--- config.mk ---
export PLATFORM = sky130hd
export DESIGN_NAME = axis_sync_fifo
export DESIGN_NICKNAME = d
export VERILOG_FILES = /design/src/rtl/axis_pkg.sv /design/src/rtl/axis_fifo_mem.sv /design/src/rtl/axis_sync_fifo.sv
export SDC_FILE = /design/constraint.sdc
export NUM_CORES = 1
export LEC_CHECK = 0
export CAP_MARGIN = 10
export CORE_ASPECT_RATIO = 1.2
export CORE_UTILIZATION = 55
export DETAILED_ROUTE_END_ITERATION = 7
export PLACE_DENSITY = 0.74
export RECOVER_POWER = 25
export SLEW_MARGIN = 20
export SYNTH_ARGS = -nofsm -noshare
export SYNTH_HDL_FRONTEND = slang
export SYNTH_HIERARCHICAL = 1
export SYNTH_SLANG_ARGS = --single-unit
--- constraint.sdc ---
create_clock -name clk -period 3.3 [get_ports clk]
set_input_delay 0.66 -clock clk [delete_from_list [all_inputs] [get_ports clk]]
set_output_delay 0.66 -clock clk [all_outputs]
set_load 0.01 [all_outputs]
--- src/rtl/axis_pkg.sv ---
// Shared constants and helpers for the AXI-Stream FIFO slice.
package axis_pkg;

   localparam int unsigned DLEN_DEF = 8;

   // Pointer width: address bits plus one wrap bit.
   function automatic int unsigned ptr_w(input int unsigned depth);
      return 32'($clog2(depth)) + 32'd1;
   endfunction

endpackage

--- src/rtl/axis_fifo_mem.sv ---
// DEPTH x DLEN register array: one synchronous write port, one asynchronous read port.
module axis_fifo_mem #(
   parameter int unsigned DLEN  = 8,
   parameter int unsigned DEPTH = 16,
   localparam int unsigned AW   = $clog2(DEPTH)
) (
   input  logic            clk,
   input  logic            we,
   input  logic [AW-1:0]   waddr,
   input  logic [DLEN-1:0] wdata,
   input  logic [AW-1:0]   raddr,
   output logic [DLEN-1:0] rdata
);

   logic [DLEN-1:0] mem [DEPTH];

   // Storage is deliberately not reset; the pointers decide what is valid.
   always_ff @(posedge clk) begin
      if (we) mem[waddr] <= wdata;
   end

   assign rdata = mem[raddr];

endmodule

--- src/rtl/axis_sync_fifo.sv ---
// Single-clock first-word-fall-through FIFO with valid/ready on both sides.
// Flags and count come straight from the registered wrap-bit pointers.
module axis_sync_fifo
   import axis_pkg::*;
#(
   parameter int unsigned DLEN  = DLEN_DEF,
   parameter int unsigned DEPTH = 16
) (
   input  logic                      clk,
   input  logic                      rstn,
   input  logic                      i_valid,
   output logic                      o_ready,
   input  logic [DLEN-1:0]           i_data,
   output logic                      o_valid,
   input  logic                      i_ready,
   output logic [DLEN-1:0]           o_data,
   output logic [ptr_w(DEPTH)-1:0]   o_count,
   output logic                      o_full,
   output logic                      o_empty
);

   localparam int unsigned AW = $clog2(DEPTH);
   localparam int unsigned PW = ptr_w(DEPTH);

   logic [PW-1:0]   wr_ptr;
   logic [PW-1:0]   rd_ptr;
   logic [DLEN-1:0] rdata;
   logic            ihs;
   logic            ohs;

   assign o_empty = (wr_ptr == rd_ptr);
   assign o_full  = (wr_ptr[AW-1:0] == rd_ptr[AW-1:0]) && (wr_ptr[AW] != rd_ptr[AW]);
   assign o_count = wr_ptr - rd_ptr;
   assign o_ready = !o_full;
   assign o_valid = !o_empty;

   assign ihs = i_valid & o_ready;
   assign ohs = o_valid & i_ready;

   // Pointer registers; a full FIFO refuses the push even while popping.
   always_ff @(posedge clk or negedge rstn) begin
      if (!rstn) begin
         wr_ptr <= '0;
         rd_ptr <= '0;
      end else begin
         if (ihs) wr_ptr <= wr_ptr + PW'(1);
         if (ohs) rd_ptr <= rd_ptr + PW'(1);
      end
   end

   axis_fifo_mem #(
      .DLEN  (DLEN),
      .DEPTH (DEPTH)
   ) u_mem (
      .clk   (clk),
      .we    (ihs),
      .waddr (wr_ptr[AW-1:0]),
      .wdata (i_data),
      .raddr (rd_ptr[AW-1:0]),
      .rdata (rdata)
   );

   assign o_data = o_empty ? '0 : rdata;

endmodule

# --- Yosys cells after proc, flatten, opt, wreduce, memory -nomap -nowiden ---
# Memory sizes are Yosys's and may differ from the RTL's.
# Cells that the tools add are included.
# Widths: inputs -> output; s select.
totals:
  reg_bits: 10
  latchBits: 0
  mem_bits_rw: 128
  romBits: 0
  in_bits: 12
  output_inout_bits: 17
  elab_cells: 17
  memories: 1
op_classes:
  n_addsub: 3
  n_mul: 0
  n_div: 0
  magnitude_cmp: 0
  n_eq_ne: 3
  shifts: 0
  n_mux: 3
  bitwise_logic: 2
  reduce_logical: 3
mem_list:
  columns: ["name", "depth", "word_bits", "read_ports", "rd_clocked_by_memory_dff", "wr", "line_no", "text"]
  rows:
  - ["u_mem.mem", 16, 8, 1, 0, 1, "axis_fifo_mem.sv:15", "logic [DLEN-1:0] mem [DEPTH];"]
ops:
  columns: ["operator", "n"]
  rows:
  - ["$add 5x1->5 const B", 2]
  - ["$mux 8", 1]
  - ["$eq 5x5->1", 1]
  - ["$sub 5x5->5", 1]
  - ["$eq 4x4->1", 1]
  - ["$and 1x1->1", 2]
  - ["$logic_not 1->1", 2]
  - ["$mux 1", 2]
  - ["$logic_and 1x1->1", 1]
  - ["$ne 1x1->1", 1]

# --- Logic depth before layout (Yosys ltp) ---
# Gate-level depths: netlist of run 1.
logic_depth:
  word_depth: 6
  depth_mapped: 8
  depth_no_buf: 8

# --- Cells and area by module ---
# Netlist of run 1, hierarchy kept.
by_module_without_submodules:
  columns: ["mod", "instances", "cells_each", "area_each_um2", "seq_area_each_um2"]
  rows:
  - ["axis_fifo_mem", 1, 221, 4987.3, 3843.7]
  - ["axis_sync_fifo", 1, 69, 711.9, 250.2]

# --- Worst setup path after synthesis of run 1 ---
# Ideal clock, no wire load.
synth_path:
  path_type: "register -> register"
  start: "register wr_ptr[1]"
  end: "memory u_mem.mem[0][0] (enable)"
  setup_ns: 0.383
  arrival_ns: 2.447
  t_required_ns: 2.917
  setup_slack_ns: 0.470
  stages_incl_launch_ff: 8
  path_buffers: 0
  period_less_slack_ns: 2.830
  cell_sequence: "dfrtp_1 -> ha_1 -> and4_2 -> nand2_2 -> nand2_2 -> inv_1 -> or3b_2 -> nor3_1"
synth_via:
  elab_chain_len: 6
synth_lines:
  columns: ["element", "line_no", "text"]
  rows:
  - ["start: declaration", "axis_sync_fifo.sv:25", "logic [PW-1:0] wr_ptr;"]
  - ["start signal: assignment", "axis_sync_fifo.sv:46", "if (ihs) wr_ptr <= wr_ptr + PW'(1);"]
  - ["$eq 4x4->1", "axis_sync_fifo.sv:32", "assign o_full = (wr_ptr[AW-1:0] == rd_ptr[AW-1:0]) && (wr_ptr[AW] != rd_ptr[AW]);"]
  - ["$logic_and 1x1->1", "axis_sync_fifo.sv:32", null]
  - ["$logic_not 1->1", "axis_sync_fifo.sv:34", "assign o_ready = !o_full;"]
  - ["named net o_ready", "axis_sync_fifo.sv:12", "output logic o_ready,"]
  - ["$and 1x1->1", "axis_sync_fifo.sv:37", "assign ihs = i_valid & o_ready;"]
  - ["named net ihs", "axis_sync_fifo.sv:28", "logic ihs;"]
  - ["$mux 1", "axis_fifo_mem.sv:19", "if (we) mem[waddr] <= wdata;"]
  - ["$mux 1 (not written as such)", "axis_fifo_mem.sv:19", null]
  - ["end: declaration", "axis_fifo_mem.sv:15", null]
# The timed path passes the listed nets, and every way through them passes these cells.

# --- Final worst setup path of run 1 ---
layout_path:
  start: "register rd_ptr[0]"
  end: "output port o_data[6]"
layout_via:
  elab_chain_len: 2
  word_cells_on_any_way: 3
  cone_classes: "eq/ne: 1; mux: 1; memory: 1"
layout_lines:
  columns: ["element", "line_no", "text"]
  rows:
  - ["start: declaration", "axis_sync_fifo.sv:26", "logic [PW-1:0] rd_ptr;"]
  - ["start signal: assignment", "axis_sync_fifo.sv:47", "if (ohs) rd_ptr <= rd_ptr + PW'(1);"]
  - ["$mem_v2 16x8", null, null]
  - ["named net rdata[6]", "axis_sync_fifo.sv:27", "logic [DLEN-1:0] rdata;"]
  - ["$mux 8", "axis_sync_fifo.sv:63", "assign o_data = o_empty ? '0 : rdata;"]
  - ["end: declaration", "axis_sync_fifo.sv:16", "output logic [DLEN-1:0] o_data,"]
# The timed path passes the listed nets, and every way through them passes these cells.

==> results of run 1 <==
==> synthesized netlist by cell type (all sizes together) (5+ instances only) <==
cell	count	share of area [%]
xnor2	8	1.2
ha	6	1.3
buf	8	1.2
edfxtp	128	67
mux4	32	14
and2	9	1.2
dfrtp	10	4.4
a22oi	16	2.1
nor2	17	1.3
inv	9	0.68
nand2	13	0.99
xor2	5	0.77
==> report_power, final <==
| group | switching, mW | total (mW) | internal (mW) |
|---|---|---|---|
| logic | 1.22 | 2.58 | 1.36 |
| clock network | 0.695 | 1.80 | 1.11 |
| registers | 0.134 | 2.28 | 2.15 |
| total | 2.05 | 6.67 | 4.62 |
==> layout make-up <==
type,count,area (sq um)
Timing Repair Buffer,62,588
Fill cell,626,3080
Inverter,9,38.8
Clock inverter,15,150
Clock buffer,17,425
Tap cell,126,158
Sequential cell,138,4100
Multi-Input combinational cell,132,1520
==> state kept, by name, summed over array words and instances, names as in the netlist <==
| name | flops |
|---|---|
| rd_ptr | 5 |
| u_mem/mem | 128 |
| wr_ptr | 5 |
==> through the flow <==
stage,util (%),instances,hold WS (ns)
after CTS,68.9,499,0.535
after global placement,62.3,460,0.516
after detailed placement,62.3,460,0.519
final,69.4,499,0.531
after global routing,69.4,499,0.545
after floorplan,-,290,0.364
==> timing repair <==
item | 4_1_cts | 5_1_grt
setup endpoints to repair | 9 | 8
gates resized for setup | 7 | 17
hold endpoints to repair | 0 | 0
buffers inserted | 7 | 0
==> cell families after synthesis <==
family / synth area share, %
AOI/OAI and AO/OA: 2.55
buffers and inverters: 2.39
adders and majority gates: 1.67
muxes: 14.0
DFF: 71.8
and+or+nand+nor: 5.60
xor gates and xnor gates: 2.00
==> how the worst max path moves through the flow <==
| stage | end | start | slack (ns) |
|---|---|---|---|
| 2_1_floorplan | u_mem/mem[0][0]$_DFFE_PP_ | wr_ptr[1]$_DFFE_PN0P_ | 0.47 |
| 3_3_place_gp | o_data[6] | rd_ptr[0]$_DFFE_PN0P_ | 0.32 |
| 3_5_place_dp | o_data[7] | rd_ptr[0]$_DFFE_PN0P_ | 0.30 |
| 4_1_cts | o_data[2] | rd_ptr[0]$_DFFE_PN0P_ | 0.003 |
| 5_1_grt | o_data[1] | rd_ptr[0]$_DFFE_PN0P_ | -0.02 |
| 6_report | o_data[6] | rd_ptr[0]$_DFFE_PN0P_ | 0.07 |
==> layer usage <==
layer / global-route usage [%] / share of wire [%] / vias to the layer above
li1: - / - / 1309
met1: 27.3 / 37 / 1516
met2: 40.5 / 55 / 104
met3: 5.20 / 5.4 / 15
met4: 11.3 / 2.2 / 0
met5: 0 / 0 / -
==> worst register-to-register path, stage by stage, from the launching register on <==
cell and delay [ns]:
dfrtp_2 0.43, buf_4 0.14, buf_4 0.13, ha_1 0.28, and4_2 0.22, nand2_2 0.11, nand2_2 0.09, inv_1 0.12
or3b_2 0.51, nor2_1 0.20, buf_4 0.20
==> flow_summary.json, run 1 <==
{
  "synth_cell_types": 36,
  "drt_iter0_markers": 247,
  "synth-seq-area-share_pct": 71.8,
  "fin_skew_ns": 0.00717,
  "cp_top_family": "buffers and inverters",
  "cp_data_arrival_time_ns": 2.57,
  "clk_pin_slew_ns": 0.06,
  "fp.dieArea_sq_mm": 0.0108,
  "worstPathRequired_ns": 2.64,
  "maxCapViolations": 0,
  "hold_class": "reg2reg",
  "cts-htree-levels": 4,
  "reg2reg_from": "rd_ptr[0]$_DFFE_PN0P_",
  "p_per_area_mw_per_mm2": 956,
  "hold_buffers": 0,
  "postSynthAreaPerCell_sq_um": 19.7,
  "dp_slack_ns": 0.301,
  "synth_cells": 290,
  "ctsRootBufferMaster": "clkbuf_16",
  "status": "completed",
  "grt_usage_pct": 23.4,
  "cts_made_buffers": 17,
  "place_hpwl_microns": 7040,
  "fp.dieH_microns": 114,
  "core_sq_mm": 0.0101,
  "final_net_count": 379,
  "setup_tns_ns": 0,
  "rsz0062_at_grt": "yes",
  "dr.pass1.iters": 4,
  "hp-start": "wr_ptr[4]$_DFFE_PN0P_",
  "fin_crit_sh_pct": 97.9,
  "gp_congestion": 0.788,
  "path_buf_inv": 3,
  "die_x_microns": 94.9,
  "ff2ff_path_depth": 10,
  "clkSinkCount": 138,
  "cellLeakagePower_nw": 2.51,
  "cp_slowest_cell": "mux4_2",
  "hold_end": "wr_ptr[4]$_DFFE_PN0P_",
  "grt_max_degree": 33,
  "slew_headroom_pct": 61.8,
  "port_buffers": 28,
  "rrSetupSlack_ns": 0.60,
  "total_power_mw": 6.67,
  "min_period_ns": 3.23,
  "critPathCaptureType": "output pin",
  "critical_path.max_fanout": 5,
  "layout_commonest_cell": "edfxtp_1",
  "layout_common_cells": "128 x edfxtp_1, 29 x buf_4, 20 x mux4_2, 17 x clkbuf_16",
  "path_cells": "buf_12 > buf_4 > mux4_2 > a22oi_2 > nand2_1 > and2_2 > clkdlybuf4s50_1",
  "critPathKind": "reg2out",
  "cpPeakStageDelay_ns": 0.51,
  "final_cell_area_sq_mm": 0.00698,
  "cts_max_path_buffers": 2,
  "grt-ovfl-total": 0,
  "min_path_cells": 1,
  "ant_nets": 0,
  "hold_viol": 0,
  "async_flop_share_pct": 7.25,
  "tightest_slew_ns": 0.571,
  "finalSetupViolations": 0,
  "antenna_cells": 0,
  "cts_tree": "done",
  "synth_seq_cells": 138,
  "synth_nets": 309,
  "ios": 29,
  "rr_endpoint": "u_mem/mem[3][1]$_DFFE_PP_",
  "rows": 40,
  "report.final.slew_viol_count": 0,
  "synth_area_sq_mm": 0.00570,
  "wire_per_inst_microns": 22.6,
  "route.detailed.drc": 0,
  "cp_num_cells": 7,
  "antenna_found_initial": 0,
  "synth_edf_count": 128,
  "ir_drop_v": 0.00102,
  "yosysWarningCount": 6,
  "syn2layout_area_growth_pct": 22.4,
  "setup_ws_ns": 0.0693,
  "start_kind": "flop",
  "grt_pass1_wl_microns": 17200,
  "final_layout_size_suffix_gt1_share_pct": 31.1,
  "routed_wl_microns": 11300,
  "clk_latency_ns": 0.41,
  "ys.flop_type": "edfxtp_1",
  "viasPerCell": 5.90,
  "clock.fmax_mhz": 310,
  "placed_cell_area_sq_mm": 0.00627,
  "start_util_pct": 56.7,
  "grt_pass1_vias": 3093,
  "vias": 2944
}
(Power assumes the default switching activity.)
==> inputs of run 2 (changes only) <==
--- a/config.mk
+++ b/config.mk
@@ -8,6 +8,7 @@
 export CAP_MARGIN = 10
 export CORE_ASPECT_RATIO = 1.2
 export CORE_UTILIZATION = 55
+export CTS_CLUSTER_SIZE = 10
 export DETAILED_ROUTE_END_ITERATION = 7
 export PLACE_DENSITY = 0.74
 export RECOVER_POWER = 25
==> results of run 2 <==
Final layout, timing and power as in run 1 (identical DEF).
==> variant: new RTL, settings of run 2 <==
`DEPTH` is set to 16 in 2 places; all go to 32.
--- a/src/rtl/axis_fifo_mem.sv
+++ b/src/rtl/axis_fifo_mem.sv
@@ -2,5 +2,5 @@
 module axis_fifo_mem #(
    parameter int unsigned DLEN  = 8,
-   parameter int unsigned DEPTH = 16,
+   parameter int unsigned DEPTH = 32,
    localparam int unsigned AW   = $clog2(DEPTH)
 ) (
--- a/src/rtl/axis_sync_fifo.sv
+++ b/src/rtl/axis_sync_fifo.sv
@@ -5,5 +5,5 @@
 #(
    parameter int unsigned DLEN  = DLEN_DEF,
-   parameter int unsigned DEPTH = 16
+   parameter int unsigned DEPTH = 32
 ) (
    input  logic                      clk,
Interface: changed (resized o_count); port bits go from 29 to 30. No check against the original RTL was run, so the function may have changed too.
==> variant against run 2 <==
- the flow now finishes with violations (max-capacitance violations, max-slew violations, negative setup slack)
- worst hold slack better by 0.026 ns
- area after synthesis grew 89%
- sequential power is 84% higher
- design area grew 86%
- power is 80% higher
- global-route usage is 3.5 points higher
- worst setup slack got worse by 0.45 ns
- wire length increased by 130%
- non-clock buffer count is 33 higher
- combinational power is 88% higher
- sequential cell count rose by 130
- fmax shrank 12%
- register-to-register slack worse by 0.38 ns
- first-iteration DRC count up 130%
- critical path type unchanged
==> variant: results <==
[setup_path]
endpoint = o_data[1]
slowest_delay_ns = 0.58
rr_worst_depth = 11
reg2reg_slack_ns = 0.22
crit_fanout = 6
cp.arrival_ns = 3.02
crit_family = multiplexers

[global_route]
grtUsageMet3 = 0.0492
use_met1 = 0.361
grtUsageMet2 = 0.439
grt_first_pass_wirelength_um = 37200
grt_max_degree = 36

[layout]
fill_cells = 1150
clkbuf_count = 55
finalInstanceArea_um2 = 13000
finalNonFillerCells = 888
n_all_buffers = 95
layout-drive-gt1-share = 0.337
multi_input_area_share = 0.210
inverters_excl_clock = 13
buffer_area_frac = 0.0773
clkCellAreaFrac = 0.0672

[yosys]
syn-num-nets = 522
synthMuxAreaShare = 0.181
synth_edf_count = 256
synth_cell_types = 41
netlist_top_cells_count = 256 x edfxtp_1, 80 x mux4_2, 34 x nor2_1
yosysSeqAreaShare = 0.740
avgSynthCellArea_um2 = 21.5
synth_xor_area_frac = 0.0104
synth_fa_ha_area_frac = 0.00997
synth-compound-area-share = 0.00649
synth-seq-cells = 268

[routing]
first_iter_violations = 572
wl_met1_um = 9470
dr_wl_met2_um = 12900
drtPass1Iterations = 5

[power_and_ir_drop]
finalPower_mw = 12.0
seq-power_mw = 4.19
share_comb_of_total_power = 0.403
max-vdd-ir-drop_v = 0.000861
total_leakage_power_nw = 4.35

[cts]
cts_buffers = 30
ctsHoldBuffers = 0
clockBufferDepth = 3
htree_levels = 1
clock_latency_ns = 0.55

[placement]
pre_cts_slack_ns = -0.103
io_buffers = 29
dp_hpwl_um = 14100
placed_area_um2 = 11800

[timing]
finalWorstSetupSlack_ns = -0.381
setup_viol_count_final = 8
fin_tns_setup_ns = -2.63
slew_viol_final = 66
skew_ns = 0.0266

[status]
violations = max-capacitance violations, max-slew violations, negative setup slack
status = finished, violations left

[worst_hold_path]
hold_path_class = in -> async

[job]
cap_violations = 2
[variant: cell families (layout without fill, tap and decap cells)]
kind of cell | after synthesis | in the layout
mux | 93 | 93
simple gates | 77 | 77
xor+xnor | 12 | 12
buf+inv | 34 | 164
flops | 268 | 268
compound gates | 10 | 10
fa+ha+maj | 8 | 8
[variant: worst min-delay path by stage]
stage	start	end	slack [ns]	cells after the start
after global routing	rstn	wr_ptr[0]$_DFFE_PN0P_	0.59	1
final	rstn	wr_ptr[0]$_DFFE_PN0P_	0.56	1
after floorplan	rstn	rd_ptr[0]$_DFFE_PN0P_	0.36	0
after CTS	rstn	wr_ptr[0]$_DFFE_PN0P_	0.50	1
after detailed placement	rd_ptr[2]$_DFFE_PN0P_	rd_ptr[2]$_DFFE_PN0P_	0.57	1
after global placement	rd_ptr[2]$_DFFE_PN0P_	rd_ptr[2]$_DFFE_PN0P_	0.57	1
